--- config.mk ---
export PLATFORM = sky130hd
export DESIGN_NAME = add_sequencer_flat
export DESIGN_NICKNAME = d
export VERILOG_FILES = /design/src/rtl/add_sequencer_if.sv /design/src/rtl/add_sequencer.sv /design/src/flat_wrapper.sv
export SDC_FILE = /design/constraint.sdc
export NUM_CORES = 1
export LEC_CHECK = 0
export ABC_CLOCK_PERIOD_IN_PS = 4500
export CAP_MARGIN = 10
export CORE_ASPECT_RATIO = 1.2
export CORE_MARGIN = 2
export CORE_UTILIZATION = 40
export DETAILED_ROUTE_END_ITERATION = 6
export GPL_TIMING_DRIVEN = 0
export PLACE_DENSITY = 0.75
export SKIP_CTS_REPAIR_TIMING = 1
export SYNTH_ARGS = -nofsm -noshare
export SYNTH_HDL_FRONTEND = slang
export SYNTH_SLANG_ARGS = --single-unit
--- constraint.sdc ---
create_clock -name clk -period 4.5 [get_ports clk]
set_input_delay 0.9 -clock clk [delete_from_list [all_inputs] [get_ports clk]]
set_output_delay 0.9 -clock clk [all_outputs]
set_load 0.01 [all_outputs]
--- src/rtl/add_sequencer_if.sv ---
// add_sequencer_if: requester, result and external-adder signals of add_sequencer
interface add_sequencer_if #(parameter int NBYTES = 4);
  logic req0, req1, sub0, sub1, gnt0, gnt1, busy, done, owner, c, v, ad_ci, ad_c;
  logic [8*NBYTES-1:0] a0, b0, a1, b1, y;
  logic [7:0] ad_a, ad_b, ad_y;
  modport slave (
    input req0, req1, a0, b0, a1, b1, sub0, sub1, ad_y, ad_c,
    output gnt0, gnt1, busy, done, owner, y, c, v, ad_a, ad_b, ad_ci
  );
  modport master (
    output req0, req1, a0, b0, a1, b1, sub0, sub1, ad_y, ad_c,
    input gnt0, gnt1, busy, done, owner, y, c, v, ad_a, ad_b, ad_ci
  );
endinterface

--- src/rtl/add_sequencer.sv ---
// add_sequencer: two-requester arbiter feeding a byte-serial add/subtract through an external 8-bit adder
module add_sequencer #(
  parameter int NBYTES = 4
) (
  input logic clk,
  input logic rst,
  add_sequencer_if.slave bus
);
  localparam int W = 8 * NBYTES;
  localparam int KW = $clog2(NBYTES);
  localparam logic [KW-1:0] KLAST = KW'(NBYTES - 1);
  localparam logic [1:0] IDLE = 2'd0;
  localparam logic [1:0] RUN = 2'd1;
  localparam logic [1:0] FIN = 2'd2;
  logic [1:0] state;
  logic [KW-1:0] k;
  logic [W-1:0] a_r, b_r, y_r;
  logic sub_r, last, owner_r, c_r, v_r, cy, just_rst, arb, grant;
  logic [7:0] ad_a, ad_b;
  logic ad_ci;
  // grants only from IDLE, never in the reset cycle or the one after; ties go to whoever was not served last
  always_comb begin
    arb = state == IDLE && !rst && !just_rst;
    bus.gnt0 = arb && bus.req0 && (!bus.req1 || last);
    bus.gnt1 = arb && bus.req1 && (!bus.req0 || !last);
    grant = bus.gnt0 || bus.gnt1;
    bus.busy = !rst && state != IDLE;
    bus.done = !rst && state == FIN;
  end
  // adder operands for byte k; B is inverted and carry-in seeded with 1 for subtraction
  always_comb begin
    ad_a = state == RUN ? a_r[8*k +: 8] : 8'd0;
    ad_b = state == RUN ? b_r[8*k +: 8] ^ {8{sub_r}} : 8'd0;
    ad_ci = state == RUN && (k == '0 ? sub_r : cy);
  end
  assign bus.ad_a = ad_a;
  assign bus.ad_b = ad_b;
  assign bus.ad_ci = ad_ci;
  assign bus.owner = owner_r;
  assign bus.y = y_r;
  assign bus.c = c_r;
  assign bus.v = v_r;
  // sequencer: latch winner's job, walk the bytes through the adder, flag completion
  always_ff @(posedge clk) begin
    just_rst <= rst;
    if (rst) begin
      state <= IDLE;
      k <= '0;
      last <= 1'b1;
      owner_r <= 1'b0;
      y_r <= '0;
      c_r <= 1'b0;
      v_r <= 1'b0;
      cy <= 1'b0;
    end else if (state == IDLE) begin
      if (grant) begin
        a_r <= bus.gnt1 ? bus.a1 : bus.a0;
        b_r <= bus.gnt1 ? bus.b1 : bus.b0;
        sub_r <= bus.gnt1 ? bus.sub1 : bus.sub0;
        owner_r <= bus.gnt1;
        last <= bus.gnt1;
        k <= '0;
        state <= RUN;
      end
    end else if (state == RUN) begin
      y_r[8*k +: 8] <= bus.ad_y;
      cy <= bus.ad_c;
      k <= k == KLAST ? '0 : k + 1'b1;
      if (k == KLAST) begin
        c_r <= bus.ad_c;
        v_r <= a_r[W-1] == (b_r[W-1] ^ sub_r) && bus.ad_y[7] != a_r[W-1];
        state <= FIN;
      end
    end else begin
      state <= IDLE;
    end
  end
endmodule

--- src/flat_wrapper.sv ---
// flat-port wrapper written by rule: the top's interface ports become plain ports
module add_sequencer_flat 
#(
  parameter int NBYTES = 4
)
  (clk, rst, bus_req0, bus_req1, bus_a0, bus_b0, bus_a1, bus_b1, bus_sub0, bus_sub1, bus_ad_y, bus_ad_c, bus_gnt0, bus_gnt1, bus_busy, bus_done, bus_owner, bus_y, bus_c, bus_v, bus_ad_a, bus_ad_b, bus_ad_ci);
  add_sequencer_if #(.NBYTES(NBYTES)) bus_i ();
  input logic clk;
  input logic rst;
  input wire logic [$bits(bus_i.req0)-1:0] bus_req0;
  input wire logic [$bits(bus_i.req1)-1:0] bus_req1;
  input wire logic [$bits(bus_i.a0)-1:0] bus_a0;
  input wire logic [$bits(bus_i.b0)-1:0] bus_b0;
  input wire logic [$bits(bus_i.a1)-1:0] bus_a1;
  input wire logic [$bits(bus_i.b1)-1:0] bus_b1;
  input wire logic [$bits(bus_i.sub0)-1:0] bus_sub0;
  input wire logic [$bits(bus_i.sub1)-1:0] bus_sub1;
  input wire logic [$bits(bus_i.ad_y)-1:0] bus_ad_y;
  input wire logic [$bits(bus_i.ad_c)-1:0] bus_ad_c;
  output wire logic [$bits(bus_i.gnt0)-1:0] bus_gnt0;
  output wire logic [$bits(bus_i.gnt1)-1:0] bus_gnt1;
  output wire logic [$bits(bus_i.busy)-1:0] bus_busy;
  output wire logic [$bits(bus_i.done)-1:0] bus_done;
  output wire logic [$bits(bus_i.owner)-1:0] bus_owner;
  output wire logic [$bits(bus_i.y)-1:0] bus_y;
  output wire logic [$bits(bus_i.c)-1:0] bus_c;
  output wire logic [$bits(bus_i.v)-1:0] bus_v;
  output wire logic [$bits(bus_i.ad_a)-1:0] bus_ad_a;
  output wire logic [$bits(bus_i.ad_b)-1:0] bus_ad_b;
  output wire logic [$bits(bus_i.ad_ci)-1:0] bus_ad_ci;
  assign bus_i.req0 = bus_req0;
  assign bus_i.req1 = bus_req1;
  assign bus_i.a0 = bus_a0;
  assign bus_i.b0 = bus_b0;
  assign bus_i.a1 = bus_a1;
  assign bus_i.b1 = bus_b1;
  assign bus_i.sub0 = bus_sub0;
  assign bus_i.sub1 = bus_sub1;
  assign bus_i.ad_y = bus_ad_y;
  assign bus_i.ad_c = bus_ad_c;
  assign bus_gnt0 = bus_i.gnt0;
  assign bus_gnt1 = bus_i.gnt1;
  assign bus_busy = bus_i.busy;
  assign bus_done = bus_i.done;
  assign bus_owner = bus_i.owner;
  assign bus_y = bus_i.y;
  assign bus_c = bus_i.c;
  assign bus_v = bus_i.v;
  assign bus_ad_a = bus_i.ad_a;
  assign bus_ad_b = bus_i.ad_b;
  assign bus_ad_ci = bus_i.ad_ci;
  add_sequencer #(.NBYTES(NBYTES)) u_core (.clk(clk), .rst(rst), .bus(bus_i));
endmodule
## Yosys cells after proc, flatten, opt, wreduce, memory -nomap -nowiden

Index checks and enable logic that the tools add are counted.

| operators by class | value |
|---|---|
| multiplexer cells | 15 |
| add/sub/neg operators | 2 |
| bitwise gates (word level) | 4 |
| shift operators | 4 |
| reductions and logical operators | 28 |
| equality and inequality tests | 7 |

Operators with widths:

| operator | count |
|---|---|
| $mux 32 | 2 |
| $shiftx 32x6->8 | 2 |
| $neg 5->34 | 1 |
| $shift 8x34->32 const A | 1 |
| $shiftx 8x34->32 | 1 |
| $bwmux 32 | 1 |
| $mux 2 | 8 |
| $mux 8 | 2 |
| $logic_and 1x1->1 | 10 |
| $reduce_and 2->1 | 4 |
| $xor 8x8->8 | 1 |
| $reduce_and 3->1 | 2 |
| $logic_not 1->1 | 5 |
| $eq 2x2->1 const B | 2 |
| $logic_not 2->1 | 2 |
| $reduce_bool 2->1 | 2 |
| $logic_or 1x1->1 | 3 |
| $ne 3x2->1 const B | 1 |
| $add 2x1->2 const B | 1 |
| $eq 2x1->1 const B | 1 |
| $mux 1 | 2 |
| $ne 2x1->1 const B | 1 |
| $not 1->1 | 2 |
| $eq 1x1->1 | 1 |
| 2 further kinds | 2 |

| storage, ports and cells | value |
|---|---|
| input port bits | 143 |
| output and inout port bits | 56 |
| register bits after elaboration | 107 |
| logic and storage cells | 72 |

## Longest topological paths before layout

Gate-level depths: netlist (run 1).

| depth | value |
|---|---|
| depth after elaboration | 8 |
| gate-level depth with buffers | 9 |
| gate-level depth less buffers | 5 |

## Worst setup path before layout (run 1)

OpenSTA, ideal clock, no wires.

| timing path | value |
|---|---|
| path type | input port to flip-flop |
| from | input rst |
| to | register u_core.a_r[0], enable pin |
| path slack | -0.391 ns |
| data required time | 4.012 ns |
| buffers on the path | 1 |
| stages on the path | 3 |
| library setup time | 0.488 ns |
| arrival time | 4.403 ns |
| cells stage by stage | clkbuf_1 > or4_1 > nor2_1 |

| between the ends | value |
|---|---|
| cells in the longest elaborated chain, start to end | 7 |
| elaborated cells on any way between the ends | 10 |
| classes of those cells | 1 x bitwise; 9 x reduce/logical |

RTL lines:

| what | line | source |
|---|---|---|
| from (decl) | flat_wrapper.sv:9 | `input logic rst;` |
| $logic_not 1->1 | add_sequencer.sv:23 | `arb = state == IDLE && !rst && !just_rst;` |
| $logic_and 1x1->1 (2 in series) | add_sequencer.sv:23 |  |
| $logic_and 1x1->1, on equally long branches (2 in series) | add_sequencer.sv:24, add_sequencer.sv:25 |  |
| $logic_or 1x1->1 | add_sequencer.sv:26 | `grant = bus.gnt0 \|\| bus.gnt1;` |
| $reduce_and 3->1 (no source line) * | -- |  |
| to (signal assigned) | add_sequencer.sv:57 | `a_r <= bus.gnt1 ? bus.a1 : bus.a0;` |
| to (decl) | add_sequencer.sv:17 | `logic [W-1:0] a_r, b_r, y_r;` |

Every way passes the cells marked *; elsewhere a longest branch is shown, timed or not.
A chain may end at the register's enable or synchronous reset.

## Worst setup path after layout (run 1)

| timing path | value |
|---|---|
| from | input rst |
| to | output bus_gnt1 |

| between the ends | value |
|---|---|
| cells in the longest elaborated chain, start to end | 5 |

RTL lines:

| what | line | source |
|---|---|---|
| $logic_not 1->1 | add_sequencer.sv:23 |  |
| $logic_and 1x1->1 (2 in series) | add_sequencer.sv:23 |  |
| $logic_and 1x1->1 (2 in series) | add_sequencer.sv:25 | `bus.gnt1 = arb && bus.req1 && (!bus.req0 \|\| !last);` |
| to (decl) | flat_wrapper.sv:21 | `output wire logic [$bits(bus_i.gnt1)-1:0] bus_gnt1;` |

Every way passes these cells.

==> out/summary.md, run 1 <==
The run finished with clean final reports. The detailed router placed 3,823 vias in this run. CTS H-tree depth: 3. With fillers left out, the area of the finished cells amounts to 7610 µm². The post-route netlist has 19.4% of its cells at a drive strength greater than 1.

The most used flip-flop cell after synthesis is sky130_fd_sc_hd__edfxtp_1. After synthesis, the cell types taking the most area are sky130_fd_sc_hd__edfxtp_1 (38%), sky130_fd_sc_hd__dfxtp_1 (17%), sky130_fd_sc_hd__mux2_4 (8.3%). Summing all flip-flop and latch instances after layout gives 2790 µm². Clock skew on the completed layout was measured at 8.46 ps. The worst hold path class was flip-flop to flip-flop. Sequential cells were found to cover 54.9% of the synthesized design area. After the first detailed-routing iteration, the DRC count stood at 131.

The met3 routing resource usage after global routing is 2.50%, and the floorplan die area is 13,600 µm². The number of instances on the worst hold path was 2; the via count of the first global-routing pass was 3,940. For the estimated wirelength of the detail-placed design, the log shows 10,300 µm. The clock reaches the later pin of the worst-skew pair after 340 ps.

For this block, the routed nets add up to 13,300 µm of wire. The worst path uses 86.8% of the clock period. The critical path is of the input port to output port type. Setup violations remaining at the end of the flow were counted as 0. The tools report the relative max-transition margin as 52.3%. After the last flow step, the layout net total stands at 716. Counting flops with a built-in enable in the synthesized netlist gives 65.

Buffers inserted during clock tree synthesis total 9. The initial standard-cell utilization of the core is 40.5%. Number of hold-slack violations in the final timing report: 0.

For this design, the sink count on the clock tree is 107. The longest clock path from root to sink contains 2 buffers. The critical path goes through clkdlybuf4s50_1 -> clkbuf_1 -> nor4_4 -> nand3_2 -> buf_6 -> buf_6 -> inv_1 -> clkdlybuf4s50_1. From synthesis to final layout, the design area changed by 49.4%. Synthesis produced a netlist with a net count of 505. After detailed placement, the total cell area comes to 7340 µm². The run gives 0.171 mV as the maximum resistive drop on vdd.

Number of library cell types mapped by synthesis: 35. The xor and xnor area share after synthesis was 0.172%; the highest cell delay on the worst timing path was 520 ps. The synthesized netlist devotes 1.47% of its cell area to adder and majority cells. The busiest metal layer after global routing was met2. For the core area, the log shows 12,600 µm².

The proportion of synthesized flip-flops having asynchronous set or reset was 0%; the row count was 45. At the worst endpoint, the required time is 3600 ps. In this run the vertical extent of the chip is 128 µm. Worst-margin pin slew: 714 ps. The cell with the largest stage delay on the worst path is sky130_fd_sc_hd__clkdlybuf4s50_1. The tools report the count of synthesis-stage warnings from yosys as 0. Averaged over all synthesized cells, the footprint is 14.3 µm². By area, the combinational part of the netlist is dominated by multiplexers. Setup total negative slack on the finished layout was measured at 0 ps. Clock tree synthesis selected as its root buffer the cell sky130_fd_sc_hd__clkbuf_16.

After clock tree synthesis, the clock-pin slew on the worst setup and hold paths is 70 ps. The global-route met2 utilization was 36.6%; the internal reg-to-reg setup slack was 1470 ps. The depth of the worst register-to-register path came out at 9. The time the worst path needs with I/O delays and setup works out to 3910 ps.

The critical path startpoint category is an input port. The pre-antenna-repair detailed-routing pass consisted of 4 iterations. For this design the top-level I/O count stands at 199. The count of cell instances traversed by the critical path was 8; the area fraction in and, or, nand and nor cells after synthesis was 7.82%.

Measured against the total synthesized area, the mux share comes to 25.5%. The mapped netlist covers 5090 µm². In the synthesized netlist, the cells that appear most often are sky130_fd_sc_hd__edfxtp_1 (65), sky130_fd_sc_hd__dfxtp_1 (42), sky130_fd_sc_hd__nor2_1 (38). The worst setup path is captured at an output port. Using the TritonRoute via totals, the vias-per-cell ratio works out to 5.19.

The synthesized design contains 107 register bits. For this run, design rule violations remaining after detail routing come to 0. The design draws 2.22 mW. In this run the remaining antenna-violating nets after routing total 0. The initial antenna violation count is 0. The tool flagged a number of max-cap violations equal to 0.

Summing all multi-input logic gate instances after layout gives 2150 µm². Measured along the x axis, the die boundary spans 107 µm. The quantity of I/O buffers inserted on ports works out to 198. Worst setup path startpoint: rst. For the reported leakage power, the log shows 2.74 nW.

The synthesized instance count was 356; the area share of the leading cell type in the synthesized netlist was 38.3%. The power density over cell area is 292 nW/µm², and the global-route usage over all layers is 19.7%. The worst register-to-register path begins at u_core.k[1]. 0 antenna diodes ended up in the layout. Setup repair after global routing left no endpoint under its margin.

TritonCTS built the clock tree. By instance count, the leading cell after synthesis is sky130_fd_sc_hd__edfxtp_1. Data arrives at the worst endpoint at 3010 ps. The pin count of the biggest net entering global routing was 25; the share of the synthesized area in compound gates (AO/OA/AOI/OAI) was 7.13%. The filler cells instantiated in the layout total 1,046. Timing would allow up to 0.256 GHz. The cell taking the most area after synthesis is sky130_fd_sc_hd__edfxtp_1. The global-route track usage on met1 was 22.1%.

The first global-routing pass estimated 20,300 µm of wire. The number of buffers and inverters on the critical path is 6. The number of max-slew violations in the final report was 0.

The leftover overflow at the end of global routing is 0. Along the worst path, the maximum fanout reaches 10. The startpoint identified for the worst hold timing path is u_core.cy. Routability-driven placement finished with a final weighted congestion of 0.819.

Grouping stages by cell kind, the critical path spends the most delay in buffers and inverters. The wire length per cell is 18.0 µm.
==> routing by layer <==
| layer | up-vias | part of all wire [%] |
|---|---|---|
| met5 | - | 0 |
| met4 | 0 | 2.9 |
| met3 | 28 | 5.1 |
| met2 | 158 | 54 |
| met1 | 1835 | 38 |
| li1 | 1802 | - |
==> logic make-up after synthesis <==
| kind of cell | Yosys count |
|---|---|
| DFF | 107 |
| muxes | 91 |
| and+or+nand+nor | 75 |
| AOI/OAI and AO/OA | 45 |
| buffers and inverters | 31 |
| adders and majority gates | 6 |
| xor gates and xnor gates | 1 |
==> worst paths after layout <==
path | end
max | bus_gnt1
min | u_core.cy
max reg2reg | u_core.bus.y[27]
min reg2reg | u_core.cy
==> sequential cells by signal, indices dropped and copies added, names as in the netlist, 2 cells and up <==
register	cells
u_core.b_r	32
u_core.state	2
u_core.bus.y	32
u_core.a_r	32
u_core.k	2
==> where the power goes <==
group / internal, mW / leakage, nW / switching (mW) / total [mW]
registers: 1.08 / 0.939 / 0.0146 / 1.10
logic: 0.250 / 1.67 / 0.157 / 0.407
clock network: 0.392 / 0.131 / 0.326 / 0.717
total: 1.72 / 2.74 / 0.497 / 2.22
==> area by class of cell <==
type                       instances  share of cell area (%)
timing repair buffer             200                    26.8
sequential                       107                    36.7
multi-input combinational        218                    28.3
buffer                            27                    1.86
tap                              164                    2.70
clock inverter                     2                   0.181
inverter                           4                   0.197
clock buffer                      14                    3.34
==> metrics by stage <==
stage	hold slack [ps]	utilization [%]	instances	worst slack (ps)
6_report	466	60.6	736	594
5_1_grt	509	60.6	736	470
4_1_cts	474	60.6	736	579
3_3_place_gp	449	58.0	718	-448
2_1_floorplan	436	-	356	693
3_5_place_dp	464	58.5	720	591
==> placed cells by master (no fill, tap or decap), drive strengths merged, types with 2 or more instances in the layout <==
master and count:
nor2 38, inv 4, mux4 16, mux2 65, clkinv 2, clkbuf 26, nand3 3, nand3b 4
clkdlybuf4s50 198, ha 6, nand2b 2, o211ai 2, nand2 6, and2 9, mux2i 10, edfxtp 65
buf 17, nor4bb 2, nor2b 5, a32oi 32, o21ai 2, dfxtp 42, a21oi 6, nor3b 2
==> worst min-delay path, delay by kind of cell, from the launching register on <==
kind | cells | cell delay (ps)
flops | 1 | 310
simple gates | 1 | 50
compound gates | 1 | 60
Note: power is estimated with default switching activity, not from simulation.
==> inputs of run 2 (changes only) <==
CTS_CLUSTER_SIZE = 10   (was default)
==> results of run 2 <==
Same layout as run 1: the final DEF is identical, and so are final timing and power.
